File: src/rtl/uart_tx_response_scheduler.sv
// Response queue between the datapath and the UART transmitter: buffers 1-byte register reads
// and 2-byte ALU results and hands them to the TX a byte at a time using the busy-flag handshake.
module uart_tx_response_scheduler #(
    parameter int DATA_WIDTH = 8,
    parameter int FIFO_DEPTH = 4
) (
    input  logic                    clk,
    input  logic                    reset,
    input  logic                    ALU_result_valid,
    input  logic [2*DATA_WIDTH-1:0] ALU_result,
    input  logic                    read_data_valid,
    input  logic [DATA_WIDTH-1:0]   read_data,
    input  logic                    transmitter_busy_synchronized,
    output logic [DATA_WIDTH-1:0]   transmitter_parallel_data,
    output logic                    transmitter_parallel_data_valid,
    output logic                    UART_receiver_controller_enable,
    output logic                    overflow,
    output logic                    fifo_empty
);
    localparam int AW = (FIFO_DEPTH > 1) ? $clog2(FIFO_DEPTH) : 1;
    localparam int PW = AW + 1;
    localparam int WW = 2 * DATA_WIDTH;
    localparam int EW = WW + 2;

    typedef enum logic [1:0] {IDLE, LOAD, WAIT_BUSY, WAIT_DONE} state_t;

    state_t                state_q, state_d;
    logic [EW-1:0]         mem_q [FIFO_DEPTH];
    logic [EW-1:0]         mem_d [FIFO_DEPTH];
    logic [PW-1:0]         wr_ptr_q, wr_ptr_d;
    logic [PW-1:0]         rd_ptr_q, rd_ptr_d;
    logic                  byte_idx_q, byte_idx_d;
    logic [DATA_WIDTH-1:0] data_q, data_d;
    logic                  valid_q, valid_d;
    logic                  overflow_q, overflow_d;

    logic                  pop;
    logic                  empty;
    logic                  more_bytes;
    logic [PW-1:0]         occ;
    logic [PW:0]           free_slots;
    logic [PW:0]           slots_left;
    logic [EW-1:0]         head;
    logic [1:0]            head_len;
    logic [WW-1:0]         head_word;

    assign empty      = (wr_ptr_q == rd_ptr_q);
    assign occ        = wr_ptr_q - rd_ptr_q;
    assign head       = mem_q[rd_ptr_q[AW-1:0]];
    assign head_len   = head[EW-1:WW];
    assign head_word  = head[WW-1:0];
    assign more_bytes = (({1'b0, byte_idx_q} + 2'd1) < head_len);
    // A pop on this edge frees its slot before the pushes are considered.
    assign free_slots = (PW+1)'(FIFO_DEPTH) - {1'b0, occ} + {{PW{1'b0}}, pop};

    // FIFO push: ALU entry takes the first free slot, read entry the next one.
    always_comb begin
        mem_d      = mem_q;
        wr_ptr_d   = wr_ptr_q;
        overflow_d = 1'b0;
        slots_left = free_slots;
        if (ALU_result_valid) begin
            if (slots_left != '0) begin
                mem_d[wr_ptr_d[AW-1:0]] = {2'd2, ALU_result};
                wr_ptr_d   = wr_ptr_d + PW'(1);
                slots_left = slots_left - (PW+1)'(1);
            end else begin
                overflow_d = 1'b1;
            end
        end
        if (read_data_valid) begin
            if (slots_left != '0) begin
                mem_d[wr_ptr_d[AW-1:0]] = {2'd1, {DATA_WIDTH{1'b0}}, read_data};
                wr_ptr_d = wr_ptr_d + PW'(1);
            end else begin
                overflow_d = 1'b1;
            end
        end
        rd_ptr_d = rd_ptr_q + {{(PW-1){1'b0}}, pop};
    end

    always_ff @(posedge clk or negedge reset) begin
        if (!reset) begin
            for (int i = 0; i < FIFO_DEPTH; i++) mem_q[i] <= '0;
            wr_ptr_q   <= '0;
            rd_ptr_q   <= '0;
            overflow_q <= 1'b0;
        end else begin
            mem_q      <= mem_d;
            wr_ptr_q   <= wr_ptr_d;
            rd_ptr_q   <= rd_ptr_d;
            overflow_q <= overflow_d;
        end
    end

    // TX FSM: state register
    always_ff @(posedge clk or negedge reset) begin
        if (!reset) state_q <= IDLE;
        else        state_q <= state_d;
    end

    // TX FSM: next state
    always_comb begin
        state_d = state_q;
        case (state_q)
            IDLE:      if (!empty) state_d = LOAD;
            LOAD:      state_d = WAIT_BUSY;
            WAIT_BUSY: if (transmitter_busy_synchronized) state_d = WAIT_DONE;
            WAIT_DONE: if (!transmitter_busy_synchronized) state_d = more_bytes ? LOAD : IDLE;
            default:   state_d = IDLE;
        endcase
    end

    // TX FSM: datapath/outputs
    always_comb begin
        data_d     = data_q;
        valid_d    = valid_q;
        byte_idx_d = byte_idx_q;
        pop        = 1'b0;
        case (state_q)
            LOAD: begin
                data_d  = byte_idx_q ? head_word[WW-1:DATA_WIDTH] : head_word[DATA_WIDTH-1:0];
                valid_d = 1'b1;
            end
            WAIT_BUSY: if (transmitter_busy_synchronized) valid_d = 1'b0;
            WAIT_DONE: begin
                if (!transmitter_busy_synchronized) begin
                    if (more_bytes) begin
                        byte_idx_d = 1'b1;
                    end else begin
                        byte_idx_d = 1'b0;
                        pop        = 1'b1;
                    end
                end
            end
            default: ;
        endcase
    end

    always_ff @(posedge clk or negedge reset) begin
        if (!reset) begin
            data_q     <= '0;
            valid_q    <= 1'b0;
            byte_idx_q <= 1'b0;
        end else begin
            data_q     <= data_d;
            valid_q    <= valid_d;
            byte_idx_q <= byte_idx_d;
        end
    end

    assign transmitter_parallel_data       = data_q;
    assign transmitter_parallel_data_valid = valid_q;
    assign UART_receiver_controller_enable = (state_q == IDLE) && empty;
    assign overflow                        = overflow_q;
    assign fifo_empty                      = empty;

endmodule

File: config.mk
export PLATFORM = sky130hd
export DESIGN_NAME = uart_tx_response_scheduler
export DESIGN_NICKNAME = d
export VERILOG_FILES = /design/src/rtl/uart_tx_response_scheduler.sv
export SDC_FILE = /design/constraint.sdc
export NUM_CORES = 1
export LEC_CHECK = 0
export ABC_AREA = 1
export BUFFER_PORTS_ARGS = -buffer_cell sky130_fd_sc_hd__buf_2
export CORE_UTILIZATION = 40
export DETAILED_ROUTE_END_ITERATION = 10
export GPL_ROUTABILITY_DRIVEN = 0
export GPL_TIMING_DRIVEN = 0
export PLACE_DENSITY = 0.57
export SLEW_MARGIN = 20
export SYNTH_ARGS = -nofsm -noshare
export SYNTH_HDL_FRONTEND = slang
export SYNTH_SLANG_ARGS = --single-unit
File: constraint.sdc
create_clock -name clk -period 3.87 [get_ports clk]
set_clock_uncertainty 0.1 [all_clocks]
set_input_delay 0.387 -clock clk [delete_from_list [all_inputs] [get_ports clk]]
set_output_delay 0.387 -clock clk [all_outputs]
set_load 0.005 [all_outputs]
==> results of run 1 <==
==> cell families after synthesis <==
logic type               after synthesis  share of synthesized area (%)
AO/OA/AOI/OAI                        136                           14.1
XOR/XNOR                               2                          0.331
adder cells (fa/ha/maj)               22                           5.35
buffers and inverters                134                           10.4
flip-flops                            91                           43.1
multiplexers                           1                          0.189
AND/OR/NAND/NOR                      330                           26.6
==> critical path, stage by stage (launching register included) <==
cell	delay, ns
dfrtp_1	0.39
clkbuf_8	0.14
clkbuf_16	0.16
o21ai_2	0.12
a21oi_1	0.05
a21oi_1	0.15
ha_1	0.26
a21o_1	0.21
nand2_2	0.10
ha_4	0.13
inv_2	0.04
ha_4	0.25
inv_2	0.03
ha_2	0.18
nand2_2	0.07
inv_2	0.04
nand2_4	0.08
nand2_4	0.07
o21a_4	0.21
buf_6	0.12
ha_2	0.17
nand2_2	0.09
clkinv_4	0.08
buf_4	0.19
nand3_1	0.10
nand2_1	0.06
==> layer usage <==
| layer | up-vias | part of all wire, % | global-route usage [%] |
|---|---|---|---|
| li1 | 2417 | - | - |
| met1 | 2338 | 44 | 33.9 |
| met2 | 178 | 46 | 40.1 |
| met3 | 30 | 6.8 | 4.48 |
| met4 | 0 | 3.3 | 11.5 |
| met5 | - | 0 | 0 |
==> repair_timing <==
action | 4_1_cts | 5_1_grt
hold buffers | 1 | 0
endpoints found under the setup margin | 76 | 75
pin swaps | 3 | 5
gates cloned | 2 | 1
gates resized for setup | 33 | 25
hold endpoints to repair | 46 | 0
setup buffers | 15 | 6
==> per-stage QoR <==
step	setup TNS [ns]	util, %	cell area, sq um
2_1_floorplan	0	-	5290
3_3_place_gp	-58.00	44.6	5700
3_5_place_dp	-64.93	44.9	5730
4_1_cts	0	49.9	6370
5_1_grt	0	50.9	6500
6_report	0	50.9	6500
==> cell type report <==
class / instances / share of cell area [%]
Buffer: 32 / 3.64
Clock buffer: 9 / 3.46
Clock inverter: 7 / 1.52
Inverter: 101 / 6.12
Multi-Input combinational cell: 491 / 39.2
Sequential cell: 91 / 35.0
Tap cell: 172 / 3.31
Timing Repair Buffer: 65 / 7.75
==> placed cells by master (no fill, tap or decap), types with 2 or more instances in the layout <==
master,netlist,layout
nand2_1,239,232
o21ai_0,99,98
dfrtp_1,91,91
inv_1,90,86
buf_2,12,50
nand3_1,41,41
nor2_1,32,32
buf_4,0,18
ha_1,21,16
clkbuf_16,0,11
a21oi_1,11,11
inv_2,7,11
clkbuf_1,16,10
nand2_2,2,9
o22ai_1,8,8
o221ai_1,8,8
nand3_2,5,5
buf_8,0,5
clkinv_4,0,4
clkbuf_8,0,3
nand2_4,6,3
nand2_8,0,3
ha_2,0,3
buf_16,0,3
buf_6,4,3
nand3_4,2,2
o21ai_1,2,2
nand4_1,2,2
xor2_1,2,2
clkinvlp_4,0,2
a2bb2oi_1,2,2
a22oi_1,2,2
o211ai_1,2,2
ha_4,0,2
inv_6,0,2
bufinv_16,0,2
==> worst paths after layout <==
check                                                   start                              end  slack, ns  depth (start not counted)
worst min-delay path            transmitter_busy_synchronized  transmitter_parallel_data_valid       0.17                          2
worst max-delay path                              rd_ptr_q[0]                        mem_q[20]       0.16                         25
min in group asynchronous                               reset                      rd_ptr_q[2]       0.44                          2
worst min register to register                      mem_q[70]                        mem_q[70]       0.40                          2
worst max register to register                    rd_ptr_q[0]                        mem_q[20]       0.16                         25
max in group asynchronous                               reset                         mem_q[6]       2.65                          3
==> flip-flops by register name, indices dropped and copies added, names as in the netlist <==
signal                           cells
mem_q                               72
transmitter_parallel_data            8
rd_ptr_q                             3
wr_ptr_q                             3
state_q                              2
byte_idx_q                           1
overflow                             1
transmitter_parallel_data_valid      1
==> power breakdown <==
group          switching [mW]  internal [mW]  leakage (nW)  total [mW]
combinational            2.65           1.66          2.24        4.31
sequential              0.249           1.39          1.14        1.64
clock                   0.407          0.571         0.156       0.978
total                    3.31           3.62          3.54        6.93
==> metrics, run 1 <==
die area=0.0137 sq mm; Residual DRC=0; CP Max Fanout=10; Die Y=117 um; H-tree depth=3; DP Cell Count=928; Slew @ Worst Pin=~0.64 ns; Post-DP HPWL=around 11 mm; final wirelength=approximately 16 mm; final slew viol count=0; Yosys cell types=31; drt pass-1 iters=5; area grow syn2layout=23.0%; DR vias/cell=a little over 5; critical path required time=between 4 and 5 ns; Worst VDD drop=about 0.00043 V; antenna violations before repair=0; port bufs=39; hold crit path type=input port to flip-flop; DR WL/cell=16.6 um; syn nets=roughly 770; Syn Inst Count=between 700 and 800; first-pass GRT wire length=25.2 mm; dominant cell type by area after synthesis=dfrtp_1; I/O pin total=41; Fin. Hold Viols=0; die width=117 um; core footprint=0.0128 sq mm; Non-Filler Instances=968; #FFs+latches synth=91; sequential cell area=0.00228 sq mm; clock root cell=clkbuf_16; grt ovf=0; Tot Pwr=6.93 mW; WHS=~0.17 ns; highest clock rate=269 MHz; most common cell in the netlist=nand2_1; clock sink count=91; Filler cells=1,259; Worst setup SP type=flip-flop; Clock transition at path regs=around 0.070 ns; share of layout cells above drive strength 1=18.3%; Setup CP Type=flip-flop to flip-flop; CTS tree=yes; synth warn=0; starting density of the core=between 40% and 50%; clk_lat worst skew=between 0.3 and 0.4 ns; RSZ-0062 raised after global routing=false; vias in the first global route=4,646; Max Root-Sink Buffers=2; largest net degree at the start of global routing=48; most common library cells after synthesis=239 x nand2_1, 99 x o21ai_0, 91 x dfrtp_1; ranking of synthesized cells by area=dfrtp_1 43%, nand2_1 17%, o21ai_0 9.4%, inv_1 6.4%, ha_1 5.0%; ys async rst share=100%; MaxCap Viol Count=0; fin crit share=95.9%; top cell type's share of synthesized area=43.1%; sequential-to-total area share from yosys stat=43.1%; floorplan row count=41; Crit. End Element=flip-flop; Setup Viol. Count Final=0; routed via count=4,963; Detail Route Antenna Nets=0; leak pwr=3.54 nW; final worst slack=0.159 ns; Slew headroom=57.4%; area of the multi-input gates=0.00255 sq mm; CP Data Arrival Time=3.86 ns; outcome=finished clean; pwr dens=1070 mW/mm^2; dpl ws=-1.06 ns; Tmin final=3.71 ns; Post-synth EDFFs=0; Avg Cell Area, Syn=roughly 7.4 sq um; # diodes=0; most common flop cell mapped by yosys=dfrtp_1; Post-Syn Area=0.00529 sq mm; nets=~840; CTS Buf Count=9; GRT Overall Usage=25.3%; Iteration-0 DRC Markers=just under 400
Power figures use the tool's default switching activity.
==> run 2: changes to the inputs <==
--- a/config.mk
+++ b/config.mk
@@ -11,7 +11,6 @@
 export DETAILED_ROUTE_END_ITERATION = 10
 export GPL_ROUTABILITY_DRIVEN = 0
 export GPL_TIMING_DRIVEN = 0
-export PLACE_DENSITY = 0.57
 export SLEW_MARGIN = 20
 export SYNTH_ARGS = -nofsm -noshare
 export SYNTH_HDL_FRONTEND = slang
==> run 2 against run 1 <==
Net effect:
- fmax grew 0.61%
- worst setup slack gained 0.023 ns
- flip-flop and latch count is the same
- total power shrank 4.8%
- count of clock-buffer cells in the layout grew 2
- largest power group unchanged
==> metrics, run 2 (synthesis results as in run 1) <==
outcome=finished clean; Slew headroom=between 50% and 60%; clock sink count=91; first-pass GRT wire length=25.2 mm; Setup Viol. Count Final=0; R2R cell count=26; GRT Overall Usage=24.9%; beginning of the worst hold path=transmitter_busy_synchronized; Biggest register=mem_q; leak pwr=around 3.5 nW; Fin. Hold Viols=0; Worst VDD drop=0.000476 V; max reg flops=between 70 and 80; grt ovf=0; pwr dens=about 1000 mW/mm^2; MaxCap Viol Count=0; highest clock rate=271 MHz; Non-Filler Instances=just under 1,000; commonest cells after routing, fill and taps aside=236 x nand2_1, 96 x o21ai_0, 90 x dfrtp_1; final worst slack=0.182 ns; largest net degree at the start of global routing=49; routed via count=4,917; share of layout cells above drive strength 1=between 15 and 20%; clock root cell=clkbuf_16; port bufs=39; clock share of power=13.8%; fin crit share=95.3%; drt pass-1 iters=5; Sw Ratio=between 40% and 50%; Residual DRC=0; Crit. End Element=flip-flop; Worst setup SP type=flip-flop; Tmin final=approximately 3.7 ns; Clock transition at path regs=about 0.070 ns; Post-DP HPWL=10.7 mm; dpl ws=-1.03 ns; Iteration-0 DRC Markers=393; core footprint=0.0128 sq mm; final wirelength=15.6 mm; starting density of the core=41.4%; DR WL/cell=16.2 um; CTS Buf Count=9; nets=836; I/O pin total=41; hold crit path type=input port to flip-flop; H-tree depth=3; Comb power frac=between 60% and 70%; Sum Neg Setup Slack=0 ns; final slew viol count=0; Slew @ Worst Pin=approximately 0.69 ns; Tot Pwr=6.60 mW; Seq pwr share=25.0%; area grow syn2layout=20.0%; Setup CP Type=flip-flop to flip-flop; Detail Route Antenna Nets=0; die area=0.0137 sq mm; clk_lat worst skew=about 0.35 ns; DR vias/cell=5.11; most common cell after layout, fill and taps aside=nand2_1; Die Y=~120 um; critical path required time=4.01 ns; CTS tree=yes; Max Root-Sink Buffers=2; Hold Crit Endpoint=transmitter_parallel_data_valid; worst reg2reg path endpoint=mem_q[7]; Cell Int Power=3.38 mW; R2R Setup Slk=0.18 ns; vias in the first global route=4,752; # diodes=0; die width=about 120 um; worst r2r src=rd_ptr_q[1]; antenna violations before repair=0; DP Cell Count=928; CP Data Arrival Time=3.83 ns; floorplan row count=41; CP Max Fanout=19; hold path depth=2; switching power total=roughly 3.2 mW
run 2: cell types whose count changed in the layout (fill, tap and decap cells not counted), moves of 3 or more:
cell and change:
ha_2 -3, ha_1 +3, nand2_1 +4, nand2_2 -4
run 2: worst max path at each step:
stage / from / to / slack (ns) / depth (start not counted)
final: rd_ptr_q[1] / mem_q[7] / 0.18 / 26
after global routing: rd_ptr_q[0] / mem_q[59] / -0.01 / 27
after CTS: rd_ptr_q[0] / mem_q[68] / 0.008 / 27
after detailed placement: rd_ptr_q[1] / mem_q[59] / -1.03 / 27
after global placement: rd_ptr_q[1] / mem_q[70] / -0.92 / 26
after floorplan: rd_ptr_q[1] / mem_q[70] / 0.05 / 26
run 2: final cells by class:
class                   instances  area [sq um]
fillers                      1240          6430
repair buffers                 61           427
multi-input cells             491          2520
plain buffers                  30           198
clock buffers                  11           243
inverters                     101           400
well taps                     172           215
flip-flops and latches         91          2280
clock inverters                 5          61.3
run 2: metal layers:
layer / GRT usage (%) / vias to the layer above / routed length (um)
met5: 0 / - / 0
li1: - / 2404 / -
met2: 40.3 / 177 / 7310
met1: 33.0 / 2303 / 6810
met3: 5.61 / 33 / 1080
met4: 8.44 / 0 / 403
run 2: stage by stage:
step / util, % / hold WS, ns / cell area [sq um]
floorplan: - / -0.00859 / 5290
global placement: 44.6 / 0.361 / 5700
detailed placement: 44.9 / 0.243 / 5730
CTS: 48.9 / 0.168 / 6240
global route: 49.7 / 0.169 / 6350
finish: 49.7 / 0.170 / 6350
run 2: power by group through the flow:
| stage | Sequential (mW) | Clock (mW) | Combinational (mW) |
|---|---|---|---|
| after floorplan | 1.58 | 0 | 2.55 |
| after global placement | 1.64 | 0 | 3.43 |
| after detailed placement | 1.65 | 0 | 3.53 |
| after CTS | 1.63 | 0.924 | 3.83 |
| after global routing | 1.69 | 0.964 | 4.58 |
| final | 1.65 | 0.908 | 4.04 |
run 2: what timing repair did:
item,in CTS,in global routing
pin swaps,2,4
hold buffers,1,0
resized for setup,26,21
endpoints found under the hold margin,43,0
gates cloned,1,0
endpoints found under the setup margin,76,76
buffers inserted,11,8
run 2: critical path, cell delays in order (launching register included):
cell,delay [ns]
dfrtp_2,0.45
buf_12,0.18
o21ai_2,0.06
a21oi_1,0.11
a21oi_1,0.06
ha_1,0.30
a21o_1,0.21
nand2_2,0.08
ha_1,0.14
inv_1,0.05
ha_1,0.28
inv_2,0.05
ha_4,0.15
nand2_1,0.07
inv_2,0.05
nand2_4,0.08
nand2_4,0.05
nand2_1,0.06
o21a_1,0.21
buf_4,0.14
ha_1,0.13
nand2_1,0.06
inv_2,0.09
nand2_4,0.11
buf_6,0.19
nand2_1,0.06
nand2_1,0.04
==> run 3: changes to the inputs <==
--- a/config.mk
+++ b/config.mk
@@ -5,7 +5,6 @@
 export SDC_FILE = /design/constraint.sdc
 export NUM_CORES = 1
 export LEC_CHECK = 0
-export ABC_AREA = 1
 export BUFFER_PORTS_ARGS = -buffer_cell sky130_fd_sc_hd__buf_2
 export CORE_UTILIZATION = 40
 export DETAILED_ROUTE_END_ITERATION = 10
==> run 3 against run 2 <==
Net effect:
- the flow now finishes with violations (setup timing)
- global-route usage down 0.76 points
- wire length is 3.0% lower
- register-to-register slack got worse by 0.58 ns
- critical endpoint is now mem_q[19]
- highest routed layer unchanged
==> metrics, run 3 <==
ys async rst share=100%; Avg Cell Area, Syn=11.7 sq um; starting density of the core=41.6%; outcome=complete, but fails checks; crit path from=rd_ptr_q[0]; Slew @ Worst Pin=0.769 ns; H-tree depth=3; final slew viol count=0; CTS Buf Count=9; CP endpoint=mem_q[19]; routed via count=4,039; clk_lat worst skew=0.34 ns; die area=0.0131 sq mm; R2R Setup Slk=-0.40 ns; Tmin final=4.27 ns; most common library cells after synthesis=91 x dfrtp_1, 64 x mux2_2, 46 x a21oi_1; most common cell in the netlist=dfrtp_1; Biggest register=mem_q; Detail Route Antenna Nets=0; Setup Viol. Count Final=between 70 and 80; Filler cells=1,009; critical path required time=4.00 ns; top cell type's share of synthesized area=45.0%; most common cell after layout, fill and taps aside=dfrtp_1; grt ovf=0; Post-synth EDFFs=0; Yosys cell types=42; DR vias/cell=5.62; hold crit path type=input port to flip-flop; RSZ-0062 raised after global routing=true; I/O pin total=41; final wirelength=15.1 mm; dominant cell type by area after synthesis=dfrtp_1; R2R cell count=21; MaxCap Viol Count=0; final worst slack=-0.400 ns; sequential cell area=between 0.002 and 0.0025 sq mm; sequential-to-total area share from yosys stat=a little under half; #FFs+latches synth=91; CTS tree=yes; Die Y=114 um; Fin. Hold Viols=0; area grow syn2layout=39.2%; first-pass GRT wire length=23.0 mm; Post-DP HPWL=8.76 mm; DR WL/cell=about 21 um; # diodes=0; DP Area=0.00591 sq mm; CP Data Arrival Time=4.40 ns; highest clock rate=234 MHz; Post-Syn Area=0.00506 sq mm; Crit. End Element=flip-flop; floorplan row count=40; dpl ws=-0.828 ns; ranking of synthesized cells by area=dfrtp_1 45%, mux2_2 14%, mux4_2 8.0%, ha_1 5.2%, a21oi_1 4.6%; syn nets=485; most common flop cell mapped by yosys=dfrtp_1; clock sink count=91; synth warn=0; Setup CP Type=flip-flop to flip-flop; Finished Cell Area=0.00704 sq mm; Slew headroom=48.8%; drt pass-1 iters=5; CP Max Fanout=6; share of layout cells above drive strength 1=roughly half; beginning of the worst hold path=transmitter_busy_synchronized; failing checks=setup timing; Max Root-Sink Buffers=2; Syn Inst Count=434; largest net degree at the start of global routing=71; Clock transition at path regs=around 0.060 ns; Residual DRC=0; worst r2r src=rd_ptr_q[0]; GRT Overall Usage=between 20% and 30%; fin crit share=110%; antenna violations before repair=0; area of the multi-input gates=around 0.0031 sq mm; max reg flops=72; clock root cell=clkbuf_16; die width=114 um; core footprint=0.0122 sq mm; worst reg2reg path endpoint=mem_q[19]; vias in the first global route=a little over 4,000; port bufs=40; Worst setup SP type=flip-flop; Iteration-0 DRC Markers=a little over 400; nets=between 500 and 600; commonest cells after routing, fill and taps aside=91 x dfrtp_1, 45 x nand2_1, 44 x buf_4
## run 3: cell count changes after synthesis, moves of 8 or more
cell and change:
nand2_1 -194, o21ai_0 -97, inv_1 -69, mux2_2 +64
a21oi_1 +35, nor2_1 -22, mux4_2 +18, mux2i_1 +10
nand3_1 -8, o221ai_1 -8
## run 3: repair_timing
action / 4_1_cts / 5_1_grt
hold buffers: 1 / 0
pin swaps: 11 / 10
setup endpoints to repair: 76 / 75
resized for setup: 36 / 17
gates cloned: 6 / 1
hold endpoints to repair: 21 / 0
setup buffers: 42 / 12
## run 3: per-stage QoR
step / setup TNS (ns) / instances / util [%] / hold slack [ns]
6_report: -21.75 / 719 / 57.9 / 0.183
3_3_place_gp: -52.10 / 642 / 48.3 / 0.359
2_1_floorplan: -15.75 / 434 / - / -0.00859
3_5_place_dp: -55.45 / 643 / 48.6 / 0.161
5_1_grt: -33.34 / 719 / 57.9 / 0.185
4_1_cts: -21.40 / 706 / 56.4 / 0.181
## run 3: layout make-up
| class | count | area share (%) |
|---|---|---|
| well taps | 168 | 2.99 |
| multi-input cells | 300 | 44.2 |
| plain buffers | 23 | 3.04 |
| clock buffers | 12 | 3.36 |
| inverters | 21 | 1.12 |
| flip-flops and latches | 91 | 32.3 |
| repair buffers | 100 | 12.2 |
| clock inverters | 4 | 0.729 |
## run 3: cell families (layout without fill, tap and decap cells)
group,Yosys count,after routing,share of synthesized area (%)
and+or+nand+nor,105,105,9.84
muxes,95,95,25.0
DFF,91,91,45.0
AOI/OAI and AO/OA,68,71,9.40
buffers and inverters,46,160,3.61
adders and majority gates,22,22,5.59
xor gates and xnor gates,7,7,1.51
## run 3: worst min-delay path by stage
stage | to | slack [ns] | depth (start not counted)
2_1_floorplan | byte_idx_q | -0.009 | 0
3_5_place_dp | mem_q[53] | 0.16 | 1
3_3_place_gp | mem_q[52] | 0.36 | 2
5_1_grt | transmitter_parallel_data_valid | 0.18 | 2
4_1_cts | transmitter_parallel_data_valid | 0.18 | 2
6_report | transmitter_parallel_data_valid | 0.18 | 2
## run 3: metal layers
layer | track usage, % | up-vias | wire [um]
met4 | 8.74 | 0 | 361
met2 | 38.5 | 171 | 7310
li1 | - | 1790 | -
met3 | 4.92 | 38 | 889
met5 | 0 | - | 0
met1 | 32.7 | 2040 | 6570
## run 3: worst max-delay path, cell delays in order (launching register included)
cell and delay (ns):
dfrtp_1 0.39, clkbuf_16 0.16, mux4_2 0.50, inv_2 0.09, ha_4 0.20, a21oi_4 0.15
nand2b_4 0.16, ha_4 0.13, inv_2 0.04, ha_4 0.23, inv_2 0.06, ha_4 0.15
inv_1 0.04, o211a_1 0.21, buf_6 0.14, or2_4 0.28, mux2i_4 0.24, inv_2 0.10
ha_4 0.18, o31ai_4 0.09, clkbuf_16 0.22, mux2_4 0.29
Power of run 3 is left out: the tool's default activity adds up to more than one toggle a clock period on the data nets, which glitch-free logic cannot reach.
